--- config.mk ---
export PLATFORM = sky130hd
export DESIGN_NAME = muldiv_hilo_ctrl
export DESIGN_NICKNAME = d
export VERILOG_FILES = /design/src/rtl/muldiv_pkg.sv /design/src/rtl/hilo_reg.sv /design/src/rtl/muldiv_hilo_ctrl.sv
export SDC_FILE = /design/constraint.sdc
export NUM_CORES = 1
export LEC_CHECK = 0
export BUFFER_PORTS_ARGS = -buffer_cell sky130_fd_sc_hd__buf_2
export CORE_MARGIN = 2
export CORE_UTILIZATION = 35
export CTS_CLUSTER_SIZE = 24
export DETAILED_ROUTE_END_ITERATION = 10
export GPL_ROUTABILITY_DRIVEN = 0
export PLACE_DENSITY = 0.72
export SYNTH_ARGS = -nofsm -noshare
export SYNTH_HDL_FRONTEND = slang
export SYNTH_SLANG_ARGS = --single-unit
--- constraint.sdc ---
create_clock -name clk_i -period 2.8 [get_ports clk_i]
set_input_delay 0.28 -clock clk_i [delete_from_list [all_inputs] [get_ports clk_i]]
set_output_delay 0.28 -clock clk_i [all_outputs]
set_load 0.01 [all_outputs]
--- src/rtl/muldiv_pkg.sv ---
`timescale 1ns/1ps
`default_nettype none
// ------------------------------------------------------------------
// muldiv_pkg : op encodings, sequencer states and HI/LO width
// Rev 1.0
// ------------------------------------------------------------------
package muldiv_pkg;

  localparam int HILO_W = 64;

  localparam logic [2:0] OP_MULT  = 3'd0;
  localparam logic [2:0] OP_MULTU = 3'd1;
  localparam logic [2:0] OP_DIV   = 3'd2;
  localparam logic [2:0] OP_DIVU  = 3'd3;
  localparam logic [2:0] OP_MTHI  = 3'd4;
  localparam logic [2:0] OP_MTLO  = 3'd5;

  typedef enum logic [1:0] {
    S_IDLE     = 2'd0,
    S_MUL_WAIT = 2'd1,
    S_DIV_RUN  = 2'd2,
    S_DONE     = 2'd3
  } state_e;

endpackage
`default_nettype wire

--- src/rtl/hilo_reg.sv ---
`timescale 1ns/1ps
`default_nettype none
// ------------------------------------------------------------------
// hilo_reg : architectural HI/LO pair, independent write enables
// Rev 1.0
// ------------------------------------------------------------------
module hilo_reg
  import muldiv_pkg::*;
(
  input  logic              clk_i,
  input  logic              resetn_i,
  input  logic              hi_we_i,
  input  logic              lo_we_i,
  input  logic [HILO_W-1:0] wdata_i,
  output logic [31:0]       hi_o,
  output logic [31:0]       lo_o
);

  logic [31:0] hi_q;
  logic [31:0] lo_q;

  always_ff @(posedge clk_i or negedge resetn_i) begin
    if (!resetn_i) begin
      hi_q <= '0;
      lo_q <= '0;
    end else begin
      if (hi_we_i) hi_q <= wdata_i[HILO_W-1:32];
      if (lo_we_i) lo_q <= wdata_i[31:0];
    end
  end

  assign hi_o = hi_q;
  assign lo_o = lo_q;

endmodule
`default_nettype wire

--- src/rtl/muldiv_hilo_ctrl.sv ---
`timescale 1ns/1ps
`default_nettype none
// ------------------------------------------------------------------
// muldiv_hilo_ctrl : EX-stage mult/div sequencer, stall source, HI/LO owner
// Rev 1.0
// ------------------------------------------------------------------
module muldiv_hilo_ctrl
  import muldiv_pkg::*;
#(
  parameter int MUL_LAT = 2,
  parameter int DIV_TMO = 40
) (
  input  logic              clk_i,
  input  logic              resetn_i,
  input  logic              op_valid_i,
  input  logic [2:0]        op_i,
  input  logic [31:0]       src_a_i,
  input  logic [31:0]       src_b_i,
  input  logic              flush_i,
  input  logic              ex_hold_i,
  output logic              stallreq_o,
  output logic              mul_signed_o,
  output logic [31:0]       mul_opa_o,
  output logic [31:0]       mul_opb_o,
  input  logic [HILO_W-1:0] mul_result_i,
  output logic              div_start_o,
  output logic              div_signed_o,
  output logic [31:0]       div_opa_o,
  output logic [31:0]       div_opb_o,
  output logic              div_annul_o,
  input  logic              div_ready_i,
  input  logic [HILO_W-1:0] div_result_i,
  output logic [31:0]       hi_o,
  output logic [31:0]       lo_o
);

  localparam int CNT_W = $clog2(MUL_LAT + 1);
  localparam int WD_W  = $clog2(DIV_TMO + 1);

  state_e            state_q, state_d;
  logic [CNT_W-1:0]  cnt_q;
  logic [WD_W-1:0]   wdog_q;
  logic [31:0]       mul_opa_q, mul_opb_q, div_opa_q, div_opb_q;
  logic              mul_signed_q, div_signed_q;

  logic              is_mul, is_div;
  logic              launch_mul, launch_div;
  logic              mul_done, div_done, div_tmo;
  logic              hi_we, lo_we;
  logic [HILO_W-1:0] hilo_wdata;

  assign is_mul     = op_valid_i && (op_i == OP_MULT || op_i == OP_MULTU);
  assign is_div     = op_valid_i && (op_i == OP_DIV  || op_i == OP_DIVU);
  assign launch_mul = (state_q == S_IDLE) && is_mul && !flush_i;
  assign launch_div = (state_q == S_IDLE) && is_div && !flush_i;
  assign mul_done   = (state_q == S_MUL_WAIT) && (cnt_q == '0) && !flush_i;
  assign div_done   = (state_q == S_DIV_RUN) && div_ready_i && !flush_i;
  // A result arriving on the last allowed cycle still wins over the watchdog.
  assign div_tmo    = (state_q == S_DIV_RUN) && !div_ready_i &&
                      (wdog_q == WD_W'(DIV_TMO - 1));

  always_ff @(posedge clk_i or negedge resetn_i) begin
    if (!resetn_i) state_q <= S_IDLE;
    else           state_q <= state_d;
  end

  always_comb begin
    state_d = state_q;
    case (state_q)
      S_IDLE: begin
        if (launch_mul)      state_d = S_MUL_WAIT;
        else if (launch_div) state_d = S_DIV_RUN;
      end
      S_MUL_WAIT: begin
        if (cnt_q == '0) state_d = ex_hold_i ? S_DONE : S_IDLE;
      end
      S_DIV_RUN: begin
        if (div_ready_i)  state_d = ex_hold_i ? S_DONE : S_IDLE;
        else if (div_tmo) state_d = S_IDLE;
      end
      S_DONE: begin
        if (!ex_hold_i) state_d = S_IDLE;
      end
      default: state_d = S_IDLE;
    endcase
    if (flush_i) state_d = S_IDLE;
  end

  always_comb begin
    stallreq_o  = 1'b0;
    div_start_o = 1'b0;
    div_annul_o = 1'b0;
    hi_we       = 1'b0;
    lo_we       = 1'b0;
    hilo_wdata  = {src_a_i, src_a_i};
    case (state_q)
      S_IDLE: begin
        stallreq_o = launch_mul || launch_div;
        if (op_valid_i && !flush_i && !ex_hold_i) begin
          hi_we = (op_i == OP_MTHI);
          lo_we = (op_i == OP_MTLO);
        end
      end
      S_MUL_WAIT: begin
        stallreq_o = !flush_i && (cnt_q != '0);
        if (mul_done) begin
          hi_we      = 1'b1;
          lo_we      = 1'b1;
          hilo_wdata = mul_result_i;
        end
      end
      S_DIV_RUN: begin
        stallreq_o  = !flush_i && !div_ready_i && !div_tmo;
        div_start_o = !flush_i && !div_ready_i && !div_tmo;
        div_annul_o = flush_i || div_tmo;
        if (div_done) begin
          hi_we      = 1'b1;
          lo_we      = 1'b1;
          hilo_wdata = div_result_i;
        end
      end
      default: ;
    endcase
  end

  always_ff @(posedge clk_i or negedge resetn_i) begin
    if (!resetn_i) begin
      cnt_q        <= '0;
      wdog_q       <= '0;
      mul_opa_q    <= '0;
      mul_opb_q    <= '0;
      mul_signed_q <= 1'b0;
      div_opa_q    <= '0;
      div_opb_q    <= '0;
      div_signed_q <= 1'b0;
    end else begin
      if (launch_mul) begin
        mul_opa_q    <= src_a_i;
        mul_opb_q    <= src_b_i;
        mul_signed_q <= (op_i == OP_MULT);
        cnt_q        <= CNT_W'(MUL_LAT - 1);
      end else if (state_q == S_MUL_WAIT && cnt_q != '0) begin
        cnt_q <= cnt_q - CNT_W'(1);
      end
      if (launch_div) begin
        div_opa_q    <= src_a_i;
        div_opb_q    <= src_b_i;
        div_signed_q <= (op_i == OP_DIV);
        wdog_q       <= '0;
      end else if (state_q == S_DIV_RUN) begin
        wdog_q <= wdog_q + WD_W'(1);
      end
    end
  end

  assign mul_signed_o = mul_signed_q;
  assign mul_opa_o    = mul_opa_q;
  assign mul_opb_o    = mul_opb_q;
  assign div_signed_o = div_signed_q;
  assign div_opa_o    = div_opa_q;
  assign div_opb_o    = div_opb_q;

  hilo_reg u_hilo (
    .clk_i    (clk_i),
    .resetn_i (resetn_i),
    .hi_we_i  (hi_we),
    .lo_we_i  (lo_we),
    .wdata_i  (hilo_wdata),
    .hi_o     (hi_o),
    .lo_o     (lo_o)
  );

endmodule
`default_nettype wire

* Yosys cells after proc, flatten, opt, wreduce, memory -nomap -nowiden
Index checks and enable logic that the tools add are counted.
** Storage, ports and cells
- Register bits :: 204
- Output and inout port bits :: 197
** Cells by class
- Multiplexer cells :: 25
- Reduce and logical (&&, ||, !) cells :: 33
- Eq/ne operators :: 13
- $add $sub $neg :: 2
** Operators with widths (number)
- two-way mux 64 bit :: 2
- one-hot mux 64 bit (2 select lines) :: 1
- two-way mux 2 bit :: 10
- logical AND 1 bit :: 18
- two-way mux 6 bit :: 2
- one-hot mux 1 bit (3 select lines) :: 3
- inequality test 4 bit (second input constant) :: 2
- one-hot mux 2 bit (4 select lines) :: 1
- adder 6 x 1 -> 6 bit (second input constant) :: 1
- == test 3 x 2 -> 1 bit (second input constant) :: 2
- == test 3 bit (second input constant) :: 2
- == test 6 bit (second input constant) :: 1
- two-way mux 1 bit :: 6
- nonzero test 2 bit :: 3
- == test 2 bit (second input constant) :: 2
- logical NOT 1 bit :: 4
- logical NOT 2 bit :: 2
- logical OR 1 bit :: 4
- AND reduction 4 bit :: 1
- == test 3 x 1 -> 1 bit (second input constant) :: 1
- logical NOT 3 bit :: 1
- inequality test 3 x 2 -> 1 bit (second input constant) :: 1
- inequality test 3 bit (second input constant) :: 1
- == test 2 x 1 -> 1 bit (second input constant) :: 1
- subtractor 2 x 1 -> 2 bit (second input constant) :: 1

* Logic depth before layout (Yosys ltp)
Gate-level depths: netlist of run 1.
- Depth in word-level cells :: 9
- Gate-level depth with buffers :: 9
- Gate-level depth less buffers :: 6

* By module
Synthesis of run 1 repeated with hierarchy kept, for this count alone.
** Second synthesis, totals
- Cell total of the unflattened synthesis :: 977
- Area, all modules :: 9882.0 µm²
** By module, submodules not included
- muldiv_hilo_ctrl :: instances 1, cells an instance 841, sequential area each 3503.4 µm², area an instance 7191.9 µm²
- hilo_reg :: instances 1, cells an instance 136, sequential area each 1601.5 µm², area an instance 2690.1 µm²

* Worst setup path after synthesis of run 1
Ideal clock, no wire load.
- Path type :: reg2reg
- Start :: register state_q[0]
- End :: register u_hilo.hi_q[11] (netlist: u_hilo.hi_o[11])
- Arrival :: 1.804 ns
- Stages on the path, launching flop included :: 10
- Setup slack :: 0.868 ns
- Buffers on the path :: 3
- Period minus slack after synthesis :: 1.932 ns
- Setup time :: 0.128 ns
- Cells stage by stage :: dfrtp_1 inv_1 ha_1 buf_2 and3b_1 buf_4 buf_6 a221o_1 a21oi_1 o31ai_1
** On the way
- Longest elaborated chain between the ends :: 5
** Ends and longest elaborated chain
- start, declared :: RTL line muldiv_hilo_ctrl.sv:40 : state_e state_q, state_d;
- start signal, assigned :: RTL line muldiv_hilo_ctrl.sv:64 : else state_q <= state_d;
- == test 2 bit / == test 2 x 1 -> 1 bit (equally long branches) :: RTL line muldiv_hilo_ctrl.sv:57, muldiv_hilo_ctrl.sv:96, muldiv_hilo_ctrl.sv:56
- logical AND 1 bit (on tied branches) (2 in a row) :: RTL line muldiv_hilo_ctrl.sv:57, muldiv_hilo_ctrl.sv:56
- two-way mux 1 bit (tied with other cells) :: RTL line muldiv_hilo_ctrl.sv:116 : if (div_done) begin
- one-hot mux 1 bit (3 select lines) / one-hot mux 64 bit (2 select lines) (equally long branches) :: RTL line muldiv_hilo_ctrl.sv:96 : case (state_q)
- end signal, assigned :: RTL line hilo_reg.sv:27 : if (hi_we_i) hi_q <= wdata_i[HILO_W-1:32];
- end, declared :: RTL line hilo_reg.sv:19 : logic [31:0] hi_q;
Several ways; a longest one is shown, not always the timed one.
A chain may end at the register's enable or synchronous reset.

* Worst setup path in the final report of run 1
- Start :: register state_q[0]
- End :: output stallreq_o
** On the way
- Longest elaborated chain between the ends :: 6
** Ends and longest elaborated chain
- == test 2 bit :: RTL line muldiv_hilo_ctrl.sv:59, muldiv_hilo_ctrl.sv:96
- logical AND 1 bit (2 in a row) :: RTL line muldiv_hilo_ctrl.sv:59 : assign div_tmo = (state_q == S_DIV_RUN) && !div_ready_i &&
- logical NOT 1 bit :: RTL line muldiv_hilo_ctrl.sv:113 : stallreq_o = !flush_i && !div_ready_i && !div_tmo;
- logical AND 1 bit :: RTL line muldiv_hilo_ctrl.sv:113
- one-hot mux 1 bit (3 select lines) (*) :: RTL line muldiv_hilo_ctrl.sv:96
- end, declared :: RTL line muldiv_hilo_ctrl.sv:21 : output logic stallreq_o,
Mark *: on every way between the ends. The rest lies on a longest branch, timed or not.

==> results.ini, run 1 <==
[pwr]
pwr-share-seq=0.338
switchingPower_mw=5.85
clkPwrFrac=0.221
p_int_mw=8.87
p_sw_frac=0.397
ir_worst_vdd_v=0.000548
power_frac_comb=0.440
power_density_mw_per_mm2=1150
power.leakage_nw=6.85
finalPower_mw=14.7

[die]
die_w_um=168
chipHeight_um=168
num_rows=59
core_mm2=0.0262
io_pins=398
dieArea_mm2=0.0282
start_util=0.358

[setup_path]
crit_arrival_ns=2.29
end_kind=output pin
cp.required_ns=2.52
r2r_slack_ns=0.34
cp_max_fo=11
critPathKind=flop to output pin
crit_path_start_kind=flop

[finish]
fillers=2451
utilization=0.491
multi_input_area_mm2=0.00389
final_common_cell=buf_2
area_growth_pct=37.0
final_cell_mix=buf_2 (396), nand2_1 (390), dfrtp_1 (204)
regArea_mm2=0.00510
layout-drive-gt1-share=0.325
n_antenna_cell=0
postLayoutCellArea_mm2=0.0129
final_cells=1788
nets=1645

[sta]
whs_ns=0.0290
period_share=0.918
fin_tns_setup_ns=0
hold_violations=0
finalSetupViolCount=0
layout_setup_ws_ns=0.228
min_period_ns=2.57
slew_headroom=0.361
clock.fmax_ghz=0.389
maxSlewViolCount=0
tightest_slew_ns=0.958
rsz0062_at_grt=false
fin_skew_ns=0.00609

[clocking]
clk_latency_ns=0.52
numCtsBuffers=25
cts.clk_slew.worst_paths_ns=0.06
cts_num_sinks=204
cts.htree.levels=1
clockRootBuffer=clkbuf_16
cts_setup_buffers=0
clk_path_buf_depth=3
cts_tree=done

[status]
status=completed

[detailed_routing]
drc=0
num_vias=9443
viasPerCell=5.28
drt_pass1_iterations=5
avgRoutedWirePerCell_um=18.6
ant_nets=0
drtIter0Drc=600
routed_wl_mm=33.3

[global_route]
antenna_found_initial=0
grt_pass1_wl_mm=51.3
grt_start_max_net_pins=86
track_usage=0.228
grt_pass1_vias=9223
grt.overflow.total=0

[synth]
yosys.area.top_type_share=0.544
synth_top_cell_by_area=dfrtp_1
ys_seq_area_frac=0.544
synth_cell_types=42
synth-simple-area-share=0.191
ys_warn_count=0
syn-num-nets=1243
synth_xor_area_frac=0.00466
yosys-top-cells-area=dfrtp_1 (54%), nand2_1 (16%), a221o_1 (6.8%)
syn_area_per_cell_um2=9.07
ys_ff_latch=204
muxShareOfSynthArea=0.00107
synth_compound_area_frac=0.202
syn-cell-area_mm2=0.00939
netlist_instances=1035
synth_top_family_by_area=compound AO/OA/AOI/OAI gates
synth_fa_ha_area_frac=0.00933

[run]
drv_cap=0

[min_path]
hold_class=primary input to flop

[placement]
portBuffers=397
place_area_mm2=0.0117
pre_cts_ws_ns=0.269
dp.cells=1708
hpwlAfterDp_mm=22.8

==> power by group through the flow <==
stage	sequential [mW]	combinational, mW	clock [mW]
after floorplan	5.59	3.11	0
after global placement	4.96	6.33	0
after detailed placement	4.99	6.46	0
after CTS	4.97	6.51	3.34
final	4.98	6.49	3.26
after global routing	5.14	7.15	3.43
==> timing repair <==
item	4_1_cts	5_1_grt
hold buffers	37	0
setup endpoints to repair	0	1
hold endpoints to repair	149	0
gates resized for setup	0	1
==> per-layer routing <==
layer | GRT usage | vias up | part of all wire
li1 | - | 4387 | -
met1 | 0.292 | 4535 | 0.41
met2 | 0.397 | 448 | 0.49
met3 | 0.0360 | 73 | 0.068
met4 | 0.0730 | 0 | 0.031
met5 | 0 | - | 0
==> flip-flops by register name, indices dropped and copies added, names as in the netlist <==
| name | flops |
|---|---|
| div_opb_o | 32 |
| mul_opb_o | 32 |
| cnt_q | 2 |
| mul_opa_o | 32 |
| state_q | 2 |
| mul_signed_o | 1 |
| u_hilo.hi_o | 32 |
| wdog_q | 6 |
| div_signed_o | 1 |
| div_opa_o | 32 |
| u_hilo.lo_o | 32 |
==> cells in the mapped netlist <==
cell and n:
o41ai_1 1, nand3_2 1, buf_6 11, o21a_1 1, buf_2 28, nor3_1 1, nand3b_1 1, ha_1 7
and4b_1 1, a311oi_1 2, nand2b_1 3, and3b_1 2, a221oi_1 1, nor2_1 41, nor2b_1 3, o31ai_1 65
xor2_1 2, xnor2_1 3, nor3b_2 1, nor3_2 1, buf_4 1, a22oi_1 1, or2_1 2, a221o_1 64
nand2_1 390, and4_1 1, inv_2 1, inv_1 6, dfrtp_1 204, clkbuf_1 41, mux2i_1 1, a2bb2oi_1 2
a41o_1 1, a211o_1 1, nand4_1 3, o21ai_1 1, a21oi_1 68, buf_1 1, or3_1 2, or3b_1 1
a211oi_1 1, o21ai_0 66
==> worst max-delay path: stages, from the launching register on <==
cell,delay (ns)
dfrtp_1,0.43
inv_1,0.11
ha_2,0.31
nand2b_1,0.14
a41o_1,0.31
a311oi_1,0.27
buf_2,0.21
==> kinds of logic (layout without fill, tap and decap cells) <==
family                   after synthesis  after routing
AO/OA/AOI/OAI                        275            275
XOR/XNOR                               5              5
adder cells (fa/ha/maj)                7              7
buffers and inverters                 89            507
flip-flops                           204            204
multiplexers                           1              1
AND/OR/NAND/NOR                      454            454
==> path summary, 6_finish.rpt <==
path                                   start               to  cells after the start
worst max-delay path              state_q[0]       stallreq_o                      6
worst min-delay path             src_a_i[25]    div_opa_o[25]                      3
worst max register to register    state_q[0]  u_hilo.lo_o[31]                      6
worst min register to register  mul_opb_o[0]     mul_opb_o[0]                      2
max in group asynchronous           resetn_i     mul_opb_o[7]                      3
min in group asynchronous           resetn_i    div_opa_o[30]                      2
==> final cells by class <==
class,count,share of cell area
clock inverter,9,0.0100
inverter,7,0.00204
timing repair buffer,457,0.202
sequential,204,0.397
clock buffer,34,0.0536
tap,335,0.0326
multi-input combinational,742,0.302
(Power assumes the default switching activity.)
==> inputs of run 2 (changes only) <==
--- a/config.mk
+++ b/config.mk
@@ -11,7 +11,6 @@
 export CTS_CLUSTER_SIZE = 24
 export DETAILED_ROUTE_END_ITERATION = 10
 export GPL_ROUTABILITY_DRIVEN = 0
-export PLACE_DENSITY = 0.72
 export SYNTH_ARGS = -nofsm -noshare
 export SYNTH_HDL_FRONTEND = slang
 export SYNTH_SLANG_ARGS = --single-unit
==> results.ini, run 2 (synthesized netlist as in run 1, its figures left out) <==
[status]
status=completed

[detailed_routing]
routed_wl_mm=33.7  ; +1.1%
drt_pass1_iterations=5  ; unchanged
viasPerCell=5.16  ; -2.4%
avgRoutedWirePerCell_um=18.8  ; +0.99%
ant_nets=0  ; unchanged
num_vias=9230  ; -2.3%
drc=0  ; unchanged
drtIter0Drc=531  ; -12%

[min_path]
hold_path_depth=3  ; unchanged
hold_path_end=mul_opa_o[19]
hold_start=src_a_i[19]
hold_class=primary input to flop

[finish]
regArea_mm2=0.00510  ; unchanged
nets=1639  ; -0.36%
fillers=2557  ; +4.3%
layout-drive-gt1-share=0.325  ; about the same
area_growth_pct=37.8
final_common_cell=buf_2
final_cell_mix=buf_2 (396), nand2_1 (390), dfrtp_1 (204)
postLayoutCellArea_mm2=0.0129  ; +0.63%
multi_input_area_mm2=0.00389  ; unchanged

[setup_path]
end_kind=output pin
r2r_end=u_hilo.lo_o[31]
critPathKind=flop to output pin
crit_path_start_kind=flop
r2r_slack_ns=0.38  ; +0.04 ns
cp_max_fo=11  ; unchanged
crit_arrival_ns=2.25  ; -0.04 ns
reg2reg_from=state_q[0]
r2r_cells=6  ; unchanged
cp.required_ns=2.52  ; about the same

[die]
start_util=0.358  ; unchanged
num_rows=59  ; unchanged
die_w_um=168  ; unchanged
chipHeight_um=168  ; unchanged
core_mm2=0.0262  ; unchanged
dieArea_mm2=0.0282  ; unchanged
io_pins=398  ; unchanged

[global_route]
antenna_found_initial=9  ; +9
grt_pass1_vias=9117  ; -1.1%
track_usage=0.234  ; +0.00588
grt_pass1_wl_mm=52.2  ; +1.7%
grt.overflow.total=0  ; unchanged
grt_start_max_net_pins=71  ; -17%

[clocking]
numCtsBuffers=24  ; -4.0%
cts.clk_slew.worst_paths_ns=0.06  ; about the same
cts_num_sinks=204  ; unchanged
clockRootBuffer=clkbuf_16
clk_path_buf_depth=3  ; unchanged
cts_tree=done
cts.htree.levels=1  ; unchanged
clk_latency_ns=0.52  ; about the same

[sta]
rsz0062_at_grt=false
fin_skew_ns=0.0117  ; +0.00559 ns
maxSlewViolCount=0  ; unchanged
slew_headroom=0.319  ; -0.0422
layout_setup_ws_ns=0.274  ; +0.0461 ns
finalSetupViolCount=0  ; unchanged
hold_violations=0  ; unchanged
period_share=0.902  ; -0.0165
min_period_ns=2.53  ; -0.0461 ns
clock.fmax_ghz=0.396  ; +1.8%
tightest_slew_ns=1.02  ; +0.0633 ns
fin_tns_setup_ns=0  ; unchanged

[pwr]
power_frac_comb=0.433  ; -0.007
pwr-share-seq=0.333  ; -0.005
power_density_mw_per_mm2=1150  ; +0.57%
p_sw_frac=0.393  ; -0.00481
ir_worst_vdd_v=0.000493  ; -9.9%
clkPwrFrac=0.234  ; +0.013
switchingPower_mw=5.85  ; about the same
power.leakage_nw=6.86  ; +0.22%
p_int_mw=9.05  ; +2.0%

[placement]
hpwlAfterDp_mm=22.7  ; -0.36%
pre_cts_ws_ns=0.251  ; -0.0188 ns
place_area_mm2=0.0117  ; about the same
portBuffers=397  ; unchanged

[run]
drv_cap=0  ; unchanged

-- run 2: cell count changes in the layout (fill, tap and decap cells not counted) --
cell / change
clkinv_4: +2
buf_4: -7
buf_12: +3
dlygate4sd3_1: -1
inv_6: +1
diode_2: +6
clkinv_2: -2
bufinv_16: +2
clkbuf_1: -2
-- run 2: worst max path at each step --
stage | cells past startpoint | from | end
6_report | 6 | state_q[0] | stallreq_o
5_1_grt | 6 | state_q[0] | stallreq_o
4_1_cts | 6 | state_q[0] | stallreq_o
3_5_place_dp | 6 | state_q[0] | u_hilo.lo_o[31]
3_3_place_gp | 6 | state_q[0] | u_hilo.lo_o[31]
2_1_floorplan | 9 | state_q[0] | u_hilo.hi_o[11]
-- run 2: final cells by class --
cell class,instances,share of cell area
flip-flops and latches,204,0.395
diodes,6,0.00116
clock buffers,32,0.0527
well taps,335,0.0324
multi-input cells,742,0.301
inverters,7,0.00203
clock inverters,12,0.0159
repair buffers,452,0.201
-- run 2: timing repair --
item / CTS / global route
hold buffers: 36 / 0
setup buffers: 0 / 0
resized for setup: 0 / 1
endpoints found under the setup margin: 0 / 1
endpoints found under the hold margin: 126 / 0
-- run 2: routing by layer --
| metal | part of all wire | GRT usage | vias to the layer above |
|---|---|---|---|
| met5 | 0.0010 | 0 | - |
| met4 | 0.022 | 0.0665 | 6 |
| met1 | 0.42 | 0.304 | 4426 |
| li1 | - | - | 4380 |
| met2 | 0.48 | 0.395 | 365 |
| met3 | 0.074 | 0.0515 | 53 |
-- run 2: power by group through the flow --
| stage | sequential [mW] | combinational [mW] | clock, mW |
|---|---|---|---|
| final | 4.97 | 6.45 | 3.49 |
| after global routing | 5.14 | 7.13 | 3.69 |
| after CTS | 4.97 | 6.52 | 3.57 |
| after detailed placement | 4.98 | 6.48 | 0 |
| after global placement | 4.96 | 6.39 | 0 |
| after floorplan | 5.59 | 3.11 | 0 |
-- run 2: worst max-delay path, stage by stage, from the launching register on --
cell and delay (ns):
dfrtp_1 0.43, inv_1 0.11, ha_2 0.31, nand2b_1 0.12, a41o_1 0.30, a311oi_1 0.25, buf_2 0.23
-- run 2: stage by stage --
stage	power (mW)	utilization	instances	hold slack, ns
3_3_place_gp	11.4	0.446	1704	0.305
2_1_floorplan	8.69	-	1035	-0.0156
3_5_place_dp	11.5	0.446	1704	0.309
5_1_grt	16.0	0.494	1788	0.0208
6_report	14.9	0.494	1790	0.0303
4_1_cts	15.0	0.493	1784	0.00745
==> inputs of run 3 (changes only) <==
--- a/config.mk
+++ b/config.mk
@@ -5,7 +5,9 @@
 export SDC_FILE = /design/constraint.sdc
 export NUM_CORES = 1
 export LEC_CHECK = 0
+export ABC_AREA = 1
 export BUFFER_PORTS_ARGS = -buffer_cell sky130_fd_sc_hd__buf_2
+export CAP_MARGIN = 20
 export CORE_MARGIN = 2
 export CORE_UTILIZATION = 35
 export CTS_CLUSTER_SIZE = 24
==> results.ini, run 3 <==
[status]
status=completed

[detailed_routing]
dr_wl_met3_mm=3.33  ; +33%
ant_nets=0  ; unchanged
routed_wl_mm=38.3  ; +14%
drt-met1-wl_mm=16.2  ; +14%
met2_length_mm=17.8  ; +9.9%
num_vias=11200  ; +22%
highest_layer=met5
drt_pass1_iterations=5  ; unchanged
avgRoutedWirePerCell_um=16.2  ; -14%
drc=0  ; unchanged
drtIter0Drc=691  ; +30%
viasPerCell=4.74  ; -8.1%

[synth]
syn-cell-area_mm2=0.0106  ; +13%
synth-simple-area-share=0.379  ; +0.188
yosys.area.top_type_share=0.482  ; -0.0620
synth_edf_count=0  ; unchanged
muxShareOfSynthArea=0  ; -0.00107
synth_compound_area_frac=0.0691  ; -0.133
ys.flop_type=dfrtp_1
yosysMostFrequentCell=nand2_1
syn_area_per_cell_um2=6.79  ; -25%
ys_seq_area_frac=0.482  ; -0.0620
ys_warn_count=0  ; unchanged
synth_cell_types=21  ; -50%
yosys-top-cells-area=dfrtp_1 (48%), nand2_1 (31%), nor2_1 (6.2%)
synth_top_cell_by_area=dfrtp_1
yosys-top-cells-count=nand2_1 (866), dfrtp_1 (204), nor2_1 (175)
synth_xor_area_frac=0  ; -0.00466
synth_fa_ha_area_frac=0.00827  ; -0.00106
synth-async-reset-ratio=1.00  ; unchanged
synth_top_family_by_area=simple AND/OR/NAND/NOR gates
syn-num-nets=1768  ; +42%
netlist_instances=1560  ; +51%
ys_ff_latch=204  ; unchanged

[global_route]
grt.overflow.total=0  ; unchanged
track_usage=0.233  ; -0.00100
antenna_found_initial=8  ; -1
grt_start_max_net_pins=83  ; +17%
grt_pass1_vias=10600  ; +16%
grt_pass1_wl_mm=57.8  ; +11%

[die]
chipHeight_um=178  ; +6.1%
die_w_um=178  ; +6.1%
start_util=0.357  ; -0.00170
core_mm2=0.0297  ; +13%
io_pins=398  ; unchanged
dieArea_mm2=0.0317  ; +13%
num_rows=63  ; +6.8%

[clocking]
cts_num_sinks=204  ; unchanged
clk_latency_ns=0.51  ; about the same
cts.htree.levels=1  ; unchanged
cts-resized-gates=0  ; unchanged
cts_tree=done
cts.clk_slew.worst_paths_ns=0.06  ; about the same
clockRootBuffer=clkbuf_16
clk_path_buf_depth=3  ; unchanged
numCtsBuffers=24  ; unchanged

[sta]
fin_tns_setup_ns=0  ; unchanged
rsz0062_at_grt=false
hold_violations=0  ; unchanged
finalSetupViolCount=0  ; unchanged
slew_headroom=0.470  ; +0.150
tightest_slew_ns=0.796  ; -0.225 ns
period_share=0.891  ; -0.0114
min_period_ns=2.49  ; -0.0319 ns
clock.fmax_ghz=0.401  ; +1.3%
fin_skew_ns=0.00931  ; -0.00237 ns
maxSlewViolCount=0  ; unchanged

[finish]
area_growth_pct=33.9
nets=2162  ; +32%
final_cell_mix=nand2_1 (866), buf_2 (396), dfrtp_1 (204)
fillers=3012  ; +18%
regArea_mm2=0.00510  ; unchanged
layout-drive-gt1-share=0.241  ; -0.0841
multi_input_area_mm2=0.00489  ; +26%
final_common_cell=nand2_1
utilization=0.478  ; -0.0162

[setup_path]
cp_max_fo=10  ; -1
crit_path_start_kind=flop
r2r_end=u_hilo.lo_o[25]
critPathKind=flop to output pin
end_kind=output pin
crit_arrival_ns=2.21  ; -0.04 ns
reg2reg_from=state_q[0]
r2r_cells=10  ; +4
cp-startpoint=state_q[0]
cp.required_ns=2.52  ; about the same
r2r_slack_ns=0.43  ; +0.05 ns

[placement]
portBuffers=397  ; unchanged
hpwlAfterDp_mm=27.0  ; +19%

[pwr]
power_frac_comb=0.424  ; -0.009
clkPwrFrac=0.233  ; about the same
power_density_mw_per_mm2=1070  ; -7.3%
p_int_mw=9.07  ; +0.15%
pwr-share-seq=0.344  ; +0.011
power.leakage_nw=8.00  ; +16%
switchingPower_mw=6.09  ; +4.0%
p_sw_frac=0.402  ; +0.00907
ir_worst_vdd_v=0.000505  ; +2.5%

[run]
drv_cap=0  ; unchanged

[min_path]
hold_start=src_b_i[30]
hold_class=primary input to flop
hold_path_depth=3  ; unchanged
hold_path_end=div_opb_o[30]

==> run 3: cell types whose count changed after synthesis, sizes merged, moves of 4 or more <==
cell	delta
o31ai	-64
nor2	+134
o21ai	+4
inv	+49
a221o	-64
nand2	+478
buf	+21
nand3	+10
clkbuf	-16
==> run 3: how the worst max path moves through the flow <==
stage,depth (start not counted),endpoint,slack [ns]
after floorplan,7,u_hilo.hi_o[10],1.15
final,9,stallreq_o,0.31
after global routing,9,stallreq_o,0.11
after CTS,7,wdog_q[0],0.26
after detailed placement,7,wdog_q[0],0.32
after global placement,7,wdog_q[0],0.44
==> run 3: cells by family (layout without fill, tap and decap cells) <==
group	count (synthesis)	count (layout)
AOI/OAI and AO/OA	145	145
adders and majority gates	7	7
buffers and inverters	144	555
DFF	204	204
other	0	7
and+or+nand+nor	1060	1060
==> run 3: metrics by stage <==
| step | instances | hold slack (ns) | setup WS, ns | total power, mW | area [µm²] |
|---|---|---|---|---|---|
| CTS | 2360 | 0.00118 | 0.260 | 15.3 | 14200 |
| global route | 2365 | 0.00508 | 0.108 | 16.3 | 14200 |
| global placement | 2285 | 0.386 | 0.438 | 11.5 | 12900 |
| floorplan | 1560 | -0.0156 | 1.15 | 8.81 | 10600 |
| finish | 2368 | 0.0206 | 0.306 | 15.2 | 14200 |
| detailed placement | 2285 | 0.388 | 0.325 | 11.7 | 12900 |
==> run 3: per-layer routing <==
| metal | track usage | vias up |
|---|---|---|
| li1 | - | 5561 |
| met1 | 0.301 | 5158 |
| met2 | 0.389 | 438 |
| met3 | 0.0569 | 61 |
| met4 | 0.0659 | 4 |
| met5 | 0 | - |
==> run 3: layout make-up <==
cell class                 count  area share
sequential                   204       0.360
clock buffer                  33      0.0490
multi-input combinational   1212       0.344
timing repair buffer         455       0.182
tap                          390      0.0344
clock inverter                10      0.0141
inverter                      57      0.0151
antenna                        7     0.00123
==> run 3: repair_timing <==
item	CTS	global route
hold endpoints to repair	137	0
hold buffers	32	0
buffers inserted	0	0
==> run 3: power by group through the flow <==
stage | logic (mW) | clock network, mW | registers, mW
final | 6.42 | 3.53 | 5.21
after global routing | 7.19 | 3.74 | 5.36
after CTS | 6.48 | 3.60 | 5.20
after detailed placement | 6.44 | 0 | 5.21
after global placement | 6.34 | 0 | 5.19
after floorplan | 3.03 | 0 | 5.78
==> run 3: worst max-delay path, stage by stage (launching register included) <==
cell and delay, ns:
dfrtp_1 0.42, inv_1 0.15, ha_2 0.32, inv_1 0.10
nor2_1 0.14, nand3_1 0.16, nand4_1 0.12, nand2_1 0.09
inv_1 0.07, buf_2 0.15
